==> config.mk <==
export PLATFORM = sky130hd
export DESIGN_NAME = byte_word_packer
export DESIGN_NICKNAME = d
export VERILOG_FILES = /design/src/rtl/byte_packer_pkg.sv /design/src/rtl/word_skid_queue.sv /design/src/rtl/byte_word_packer.sv
export SDC_FILE = /design/constraint.sdc
export NUM_CORES = 1
export LEC_CHECK = 0
export CAP_MARGIN = 20
export CORE_ASPECT_RATIO = 0.9
export CORE_MARGIN = 2
export CORE_UTILIZATION = 30
export CTS_CLUSTER_SIZE = 14
export DETAILED_ROUTE_END_ITERATION = 7
export SYNTH_ARGS = -nofsm -noshare
export SYNTH_HDL_FRONTEND = slang
export SYNTH_SLANG_ARGS = --single-unit
==> constraint.sdc <==
create_clock -name clk -period 12.7 [get_ports clk]
set_input_delay 3.175 -clock clk [delete_from_list [all_inputs] [get_ports clk]]
set_output_delay 3.175 -clock clk [all_outputs]
set_load 0.005 [all_outputs]
==> src/rtl/byte_packer_pkg.sv <==
// Shared widths and the queue entry type for the byte-to-word packer.
package byte_packer_pkg;

  localparam int LANE_W = 8;
  localparam int LANES  = 4;
  localparam int WORD_W = LANE_W * LANES;
  localparam int CNT_W  = $clog2(LANES + 1);

  typedef struct packed {
    logic [WORD_W-1:0] word;
    logic [CNT_W-1:0]  byte_count;
  } word_entry_t;

endpackage

==> src/rtl/word_skid_queue.sv <==
// Two-entry register FIFO of packed words; a push is accepted when full if a pop happens in the same cycle.
module word_skid_queue
  import byte_packer_pkg::*;
(
  input  logic        clk,
  input  logic        reset,
  input  logic        i_Push,
  input  word_entry_t i_Entry,
  input  logic        i_Pop,
  output word_entry_t o_Head,
  output logic        o_Full,
  output logic        o_Empty
);

  word_entry_t head_q, head_d;
  word_entry_t tail_q, tail_d;
  logic [1:0]  count_q, count_d;
  logic        do_push;
  logic        do_pop;

  always_comb begin
    head_d  = head_q;
    tail_d  = tail_q;
    count_d = count_q;
    do_pop  = i_Pop && (count_q != 2'd0);
    do_push = i_Push && ((count_q != 2'd2) || do_pop);
    case ({do_push, do_pop})
      2'b10: begin
        if (count_q == 2'd0) head_d = i_Entry;
        else                 tail_d = i_Entry;
        count_d = count_q + 2'd1;
      end
      2'b01: begin
        head_d  = tail_q;
        tail_d  = '0;
        count_d = count_q - 2'd1;
      end
      2'b11: begin
        if (count_q == 2'd1) begin
          head_d = i_Entry;
        end else begin
          head_d = tail_q;
          tail_d = i_Entry;
        end
      end
      default: ;
    endcase
  end

  // NOTE: storage is reset as well, so the head reads 0 while the queue is empty after reset.
  always_ff @(posedge clk or posedge reset) begin
    if (reset) begin
      head_q  <= '0;
      tail_q  <= '0;
      count_q <= 2'd0;
    end else begin
      head_q  <= head_d;
      tail_q  <= tail_d;
      count_q <= count_d;
    end
  end

  assign o_Head  = head_q;
  assign o_Full  = (count_q == 2'd2);
  assign o_Empty = (count_q == 2'd0);

endmodule

==> src/rtl/byte_word_packer.sv <==
// Packs a valid-qualified byte stream little-endian into words and offers them on valid/ready,
// dropping and counting words that arrive while the two-entry queue is full.
module byte_word_packer
  import byte_packer_pkg::*;
#(
  parameter int DATA_WIDTH     = LANE_W,
  parameter int BYTES_PER_WORD = LANES,
  parameter int DROP_CNT_WIDTH = 16
) (
  input  logic                                 clk,
  input  logic                                 reset,
  input  logic [DATA_WIDTH-1:0]                i_Input_Data,
  input  logic                                 i_Data_Valid,
  input  logic                                 i_Flush,
  output logic [DATA_WIDTH*BYTES_PER_WORD-1:0] o_Output_Word,
  output logic [$clog2(BYTES_PER_WORD+1)-1:0]  o_Byte_Count,
  output logic                                 o_Word_Valid,
  input  logic                                 i_Word_Ready,
  output logic                                 o_Overflow,
  output logic [DROP_CNT_WIDTH-1:0]            o_Drop_Count
);

  localparam int CW = $clog2(BYTES_PER_WORD + 1);
  localparam int AW = DATA_WIDTH * BYTES_PER_WORD;

  logic [AW-1:0]             acc_q, acc_d;
  logic [CW-1:0]             lane_q, lane_d;
  logic [DROP_CNT_WIDTH-1:0] drop_cnt_q, drop_cnt_d;
  logic                      overflow_q, overflow_d;

  logic        push_req;
  logic        pop;
  logic        drop;
  logic        q_push;
  logic        q_full;
  logic        q_empty;
  word_entry_t push_entry;
  word_entry_t head;

  // NOTE: every signal gets a default before any branch, so no path can infer a latch.
  always_comb begin
    acc_d      = acc_q;
    lane_d     = lane_q;
    push_req   = 1'b0;
    push_entry = '0;

    if (i_Data_Valid) begin
      for (int k = 0; k < BYTES_PER_WORD; k++) begin
        if (lane_q == CW'(k)) acc_d[k*DATA_WIDTH +: DATA_WIDTH] = i_Input_Data;
      end
      lane_d = lane_q + CW'(1);
    end

    // The incoming byte is folded in first, so a flush that coincides with a completing byte yields one word.
    if ((lane_d == CW'(BYTES_PER_WORD)) || (i_Flush && (lane_d != '0))) begin
      push_req              = 1'b1;
      push_entry.word       = acc_d;
      push_entry.byte_count = lane_d;
      acc_d                 = '0;
      lane_d                = '0;
    end

    pop    = !q_empty && i_Word_Ready;
    drop   = push_req && q_full && !pop;
    q_push = push_req && !drop;

    drop_cnt_d = drop_cnt_q;
    if (drop && (drop_cnt_q != '1)) drop_cnt_d = drop_cnt_q + DROP_CNT_WIDTH'(1);
    overflow_d = overflow_q || drop;
  end

  // NOTE: sequential state uses non-blocking assignments so all flops sample pre-edge values.
  always_ff @(posedge clk or posedge reset) begin
    if (reset) begin
      acc_q      <= '0;
      lane_q     <= '0;
      drop_cnt_q <= '0;
      overflow_q <= 1'b0;
    end else begin
      acc_q      <= acc_d;
      lane_q     <= lane_d;
      drop_cnt_q <= drop_cnt_d;
      overflow_q <= overflow_d;
    end
  end

  word_skid_queue u_queue (
    .clk     (clk),
    .reset   (reset),
    .i_Push  (q_push),
    .i_Entry (push_entry),
    .i_Pop   (pop),
    .o_Head  (head),
    .o_Full  (q_full),
    .o_Empty (q_empty)
  );

  assign o_Output_Word = head.word;
  assign o_Byte_Count  = head.byte_count;
  assign o_Word_Valid  = !q_empty;
  assign o_Overflow    = overflow_q;
  assign o_Drop_Count  = drop_cnt_q;

endmodule

# == After elaboration in Yosys (flattened, before gate mapping) ==
# Cells that the tools add are included.
# totals
reg_bits,124
in_bits,13
out_inout_bits,53
word_cells,66
# classes
addsub,4
eq_ne,14
n_mux,17
n_reduce_logical,22
# ops
operator,n
$pmux 35 s3,2
$mux 35,5
$mux 32,2
$mux 8,4
$add 16x1->16 const B,1
$ne 16x16->1 const B,1
$logic_and 1x1->1,8
$ne 2x2->1 const B,4
$eq 2x2->1 const B,3
$eq 3x2->1 const B,2
$mux 3,2
$reduce_bool 3->1,2
$eq 2x1->1 const B,2
$pmux 2 s2,1
$reduce_bool 2->1,2
$add 3x1->3 const B,1
$eq 3x1->1 const B,1
$eq 3x3->1 const B,1
$logic_not 1->1,3
$logic_not 3->1,1
$logic_or 1x1->1,3
$reduce_and 3->1,1
$add 2x1->2 const B,1
$logic_not 2->1,1
3 further kinds,3

# == Logic depth before layout (Yosys ltp) ==
# logic_depth
word_depth,14
depth_mapped,13

# == Cells and area by module ==
# A second synthesis with hierarchy kept.
# hier_totals
cells_unflattened,619
area_unflattened_um2,6082.1
# by_module_without_submodules
module,n_inst,cells_per_inst,area_per_inst_um2,seq_area_each_um2
word_skid_queue,1,375,3559.7,1801.7
byte_word_packer,1,244,2522.4,1301.2

# == Worst setup path after synthesis ==
# No wires, ideal clock.
# synth_timing
path_kind,in2reg
start,in i_Data_Valid
end,reg u_queue.head_q (netlist bit u_queue.o_Head[1])
arrival_time_ns,5.542
setup_slack_ns,7.094
stages,12
path_buffers,2
path_cell_list,buf_2 > or4b_1 > o21ai_2 > nor2_2 > or2_2 > inv_1 > ha_1 > a21oi_1 > nor2_1 > clkbuf_1 > o2bb2ai_1 > mux2_2
# synth_via
elab_chain_len,13
elab_cells_between_ends,21
classes_between,eq/ne (5); mux (6); reduce/logical (10)
# synth_lines
element,line_no,source
start: declaration,byte_word_packer.sv:13,"input logic i_Data_Valid,"
$mux 3 (*),byte_word_packer.sv:47,if (i_Data_Valid) begin
$reduce_bool 3->1,byte_word_packer.sv:55,if ((lane_d == CW'(BYTES_PER_WORD)) || (i_Flush && (lane_d != '0))) begin
$logic_and 1x1->1,byte_word_packer.sv:55,
$logic_or 1x1->1,byte_word_packer.sv:55,
$mux 1,byte_word_packer.sv:55,
$logic_and 1x1->1 (2 in series),byte_word_packer.sv:64,drop = push_req && q_full && !pop;
$logic_not 1->1,byte_word_packer.sv:65,q_push = push_req && !drop;
$logic_and 1x1->1,byte_word_packer.sv:65,
$logic_and 1x1->1,word_skid_queue.sv:26,do_push = i_Push && ((count_q != 2'd2) || do_pop);
$eq 2x2->1 or $eq 2x1->1 (tied branches),word_skid_queue.sv:27,"case ({do_push, do_pop})"
$ne 2x2->1 (no line) or $reduce_bool 3->1 (tied branches),-,
$reduce_and 2->1 (no line),-,
end signal: assignment,word_skid_queue.sv:53,head_q <= '0;
end signal: assignment,word_skid_queue.sv:57,head_q <= head_d;
end: declaration,word_skid_queue.sv:15,"word_entry_t head_q, head_d;"
# Every way passes the cells marked *; elsewhere a longest branch is shown, timed or not. The select of a mux whose other input is x is not followed.
# A chain may end at the register's enable or synchronous reset.

# == Worst setup path in the final report ==
# layout_timing
start,in i_Data_Valid
end,reg u_queue.tail_q[27] in the netlist's numbering
# layout_via
elab_chain_len,13
elab_cells_between_ends,23
classes_between,eq/ne (6); mux (7); reduce/logical (10)
# layout_lines
element,line_no,source
$mux 3,byte_word_packer.sv:47,
$reduce_bool 3->1,byte_word_packer.sv:55,
$logic_and 1x1->1,byte_word_packer.sv:55,
$logic_or 1x1->1,byte_word_packer.sv:55,
$mux 1,byte_word_packer.sv:55,
$logic_and 1x1->1 (2 in series),byte_word_packer.sv:64,
$logic_not 1->1,byte_word_packer.sv:65,
$logic_and 1x1->1,byte_word_packer.sv:65,
$logic_and 1x1->1,word_skid_queue.sv:26,
$eq 2x2->1 or $eq 2x1->1 (tied branches),word_skid_queue.sv:27,
$ne 2x2->1 (no line) or $reduce_bool 3->1 (tied branches),-,
$reduce_and 3->1 (no line),-,
end signal: assignment,word_skid_queue.sv:58,tail_q <= tail_d;
end: declaration,word_skid_queue.sv:16,"word_entry_t tail_q, tail_d;"
# Parallel ways exist; a longest one is shown, timed or not. The select of a mux whose other input is x is not followed.

==> metrics.csv <==
stage,metric,value,unit
synthesis,yosysMostFrequentCell,dfrtp_1,
worst_setup_path,cpPeakStageDelay,0.59,ns
global_routing,grt_start_max_net_pins,87,
cts,cts_resized,0,
power,ir_drop,0.1099,mV
timing,relSlewSlack,36.58,%
synthesis,syn_area_per_cell,11.73,µm²
die,initial_utilization,30.86,%
synthesis,synth_edf_count,0,
cts,clk_pin_slew,0.06,ns
die,rows,46,
power,power,1.312,mW
cts,postCtsSetupBuffers,0,
die,coreArea,0.01778,mm²
global_routing,grt_util_met1,19.21,%
synthesis,yosysWarnings,0,
cts,clock_latency,0.42,ns
global_routing,antenna_found_initial,1,
global_routing,grtUsageTotal,14.46,%
cts,cts_buffer_depth,2,
worst_setup_path,cp_max_fo,40,
synthesis,synth_area,0.005489,mm²
run_status,status,"finished, final reports clean",
cts,numCtsBuffers,17,
finish,area_growth,28.79,%
synthesis,syn_nets,494,
timing,rsz0062_at_grt,no,
worst_setup_path,crit_path_start_kind,input port,
global_routing,grt_pass1_wl,21740,µm
cts,clock-sinks,124,
worst_setup_path,endpoint_kind,register,
timing,worst_pin_slew,0.9490,ns
worst_setup_path,crit_arrival,6.65,ns
synthesis,synth_area_leaders,"dfrtp_1 57%, mux2_2 7.0%, mux2i_1 6.4%",
place,io_buffers,65,
finish,fin_area,0.007069,mm²
timing,slew_violations,0,
global_routing,grt_pass1_vias,3940,
global_routing,grt_busiest_layer,met2,
place,place.gp.congestion,0.7594,
min_path,min_delay_path_depth,1,
timing,clock_skew,0.01275,ns
finish,drive_gt1_share,14.96,%
synthesis,ys_seq_area_share,56.53,%
synthesis,synthTopCellsByCount,"124 x dfrtp_1, 48 x nand2_1, 38 x nor2_1",
synthesis,ys_ff_latch,124,
synthesis,synthCells,468,
die,pin_count,66,
synthesis,synth_top_area_share,56.53,%
place,place_area,0.006369,mm²
die,die_h,132.3,µm
worst_setup_path,rrSetupSlack,8.83,ns
drt,first_pass_iters,5,
worst_setup_path,critical_path_class,input port to register,
synthesis,yosysUniqueCellTypes,42,
global_routing,grt-ovfl-total,0,
timing,setup_viol,0,
finish,diodes,0,
cts,clock-root-buffer,clkbuf_16,
worst_setup_path,r2r-start,lane_q[0]$_DFF_PP0_,
die,die_area,0.01940,mm²
timing,hold_viol,0,
timing,hold_slack,0.4739,ns
die,die_width,146.6,µm
cts,hold_buffers,0,
drt,via_count,3825,
place,hpwl,8340,µm
timing,max_freq,0.1579,GHz
worst_setup_path,cpMaxStageDelayCell,clkdlybuf4s50_1,
power,power_leakage,3.341,nW
job,maxCapViolCount,0,
drt,avgRoutedWirePerCell,16.68,µm
worst_setup_path,worstPathRequired,13.02,ns
drt,drt-initial-drc-count,229,
worst_setup_path,r2r_cells,13,
synthesis,async_flop_share,100.0,%
synthesis,synthFlopType,dfrtp_1,
min_path,hold_class,register to register,
worst_setup_path,crit_chain,clkdlybuf4s50_1 > or4b_1 > o21ai_2 > nor2_2 > or2_2 > ha_1 > a221o_1 > buf_4 > or3_1 > buf_16 > o21ai_0,
timing,period_minus_slack,6.334,ns
finish,nets,561,
min_path,holdPathEnd,o_Overflow$_DFF_PP0_,
cts,cts_tree,done,
global_routing,use_met2,22.43,%
drt,drc,0,
drt,routed_via_density,4.854,
timing,setup_tns,0,ns
min_path,hold_start,o_Overflow$_DFF_PP0_,
timing,min_period_over_period,49.88,%
worst_setup_path,rr_endpoint,u_queue.tail_q[27]$_DFFE_PP0P_,
synthesis,synth_largest_area_cell,dfrtp_1,
finish,utilization,39.75,%
drt,postRouteAntennaNets,0,
global_routing,met3_usage,4.291,%
power,p_per_area,185.6,mW/mm²
drt,wl,13150,µm
cts,htree_levels,4,
[placed cells by master, fill, tap and decap left out, types with 5 or more instances in the layout]
master,Yosys,layout
dfrtp_1,124,124
clkdlybuf4s50_1,0,65
nand2_1,48,48
nor2_1,38,37
o2bb2ai_1,35,35
mux2i_1,35,35
mux2_2,34,34
o21ai_0,29,29
clkbuf_16,0,17
ha_1,13,13
xor2_1,12,12
inv_1,12,11
nor4_1,7,7
o21ai_1,5,5
buf_4,0,5
[worst max-delay path by stage]
stage | start | end | slack [ns] | cells past startpoint
global placement | i_Data_Valid | u_queue.tail_q[25]$_DFFE_PP0P_ | 5.83 | 11
detailed placement | i_Data_Valid | u_queue.tail_q[12]$_DFFE_PP0P_ | 5.69 | 11
finish | i_Data_Valid | u_queue.tail_q[27]$_DFFE_PP0P_ | 6.37 | 11
CTS | i_Data_Valid | u_queue.tail_q[16]$_DFFE_PP0P_ | 6.07 | 11
global route | i_Data_Valid | u_queue.tail_q[27]$_DFFE_PP0P_ | 6.20 | 11
floorplan | reset | acc_q[0]$_DFF_PP0_ | 6.23 | 1
[area by class of cell]
cell class,count,area [µm²]
sequential,124,3103
clock inverter,11,157.7
multi-input combinational,308,2237
timing repair buffer,72,743.2
inverter,12,47.55
tap,240,300.3
fill,1689,10720
clock buffer,21,480.5
[metrics by stage]
stage	instances	setup slack, ns
final	788	6.366
after global routing	788	6.197
after CTS	785	6.067
after detailed placement	753	5.686
after global placement	753	5.834
after floorplan	468	6.226
[where the power goes]
group / internal (mW) / switching [mW] / total [mW]
Combinational: 0.133 / 0.173 / 0.306
Sequential: 0.457 / 0.0372 / 0.494
Clock: 0.332 / 0.181 / 0.512
[kinds of logic after synthesis]
logic type / Yosys count / share of synthesized area [%]
compound gates: 84 / 10.92
xor+xnor: 16 / 2.553
fa+ha+maj: 13 / 2.963
buf+inv: 36 / 2.918
flops: 124 / 56.53
mux: 71 / 13.77
simple gates: 124 / 10.35
[metal layers]
metal  vias up  wire length, µm
li1       1800                -
met1      1907             6085
met2       106             6191
met3        12              705
met4         0              164
met5         -                0
[registers in the layout, indices dropped and copies added, names as in the netlist]
register / count
acc_q: 32
lane_q: 3
o_Drop_Count: 16
o_Overflow: 1
u_queue.count_q: 2
u_queue.o_Head: 35
u_queue.tail_q: 35
[worst max-delay path: cells and delay by family]
kind / cells / cell delay (ns)
AO/OA/AOI/OAI: 3 / 0.56
adder cells (fa/ha/maj): 1 / 0.20
buffers and inverters: 3 / 1.10
AND/OR/NAND/NOR: 4 / 1.61
Note: power is estimated with default switching activity, not from simulation.
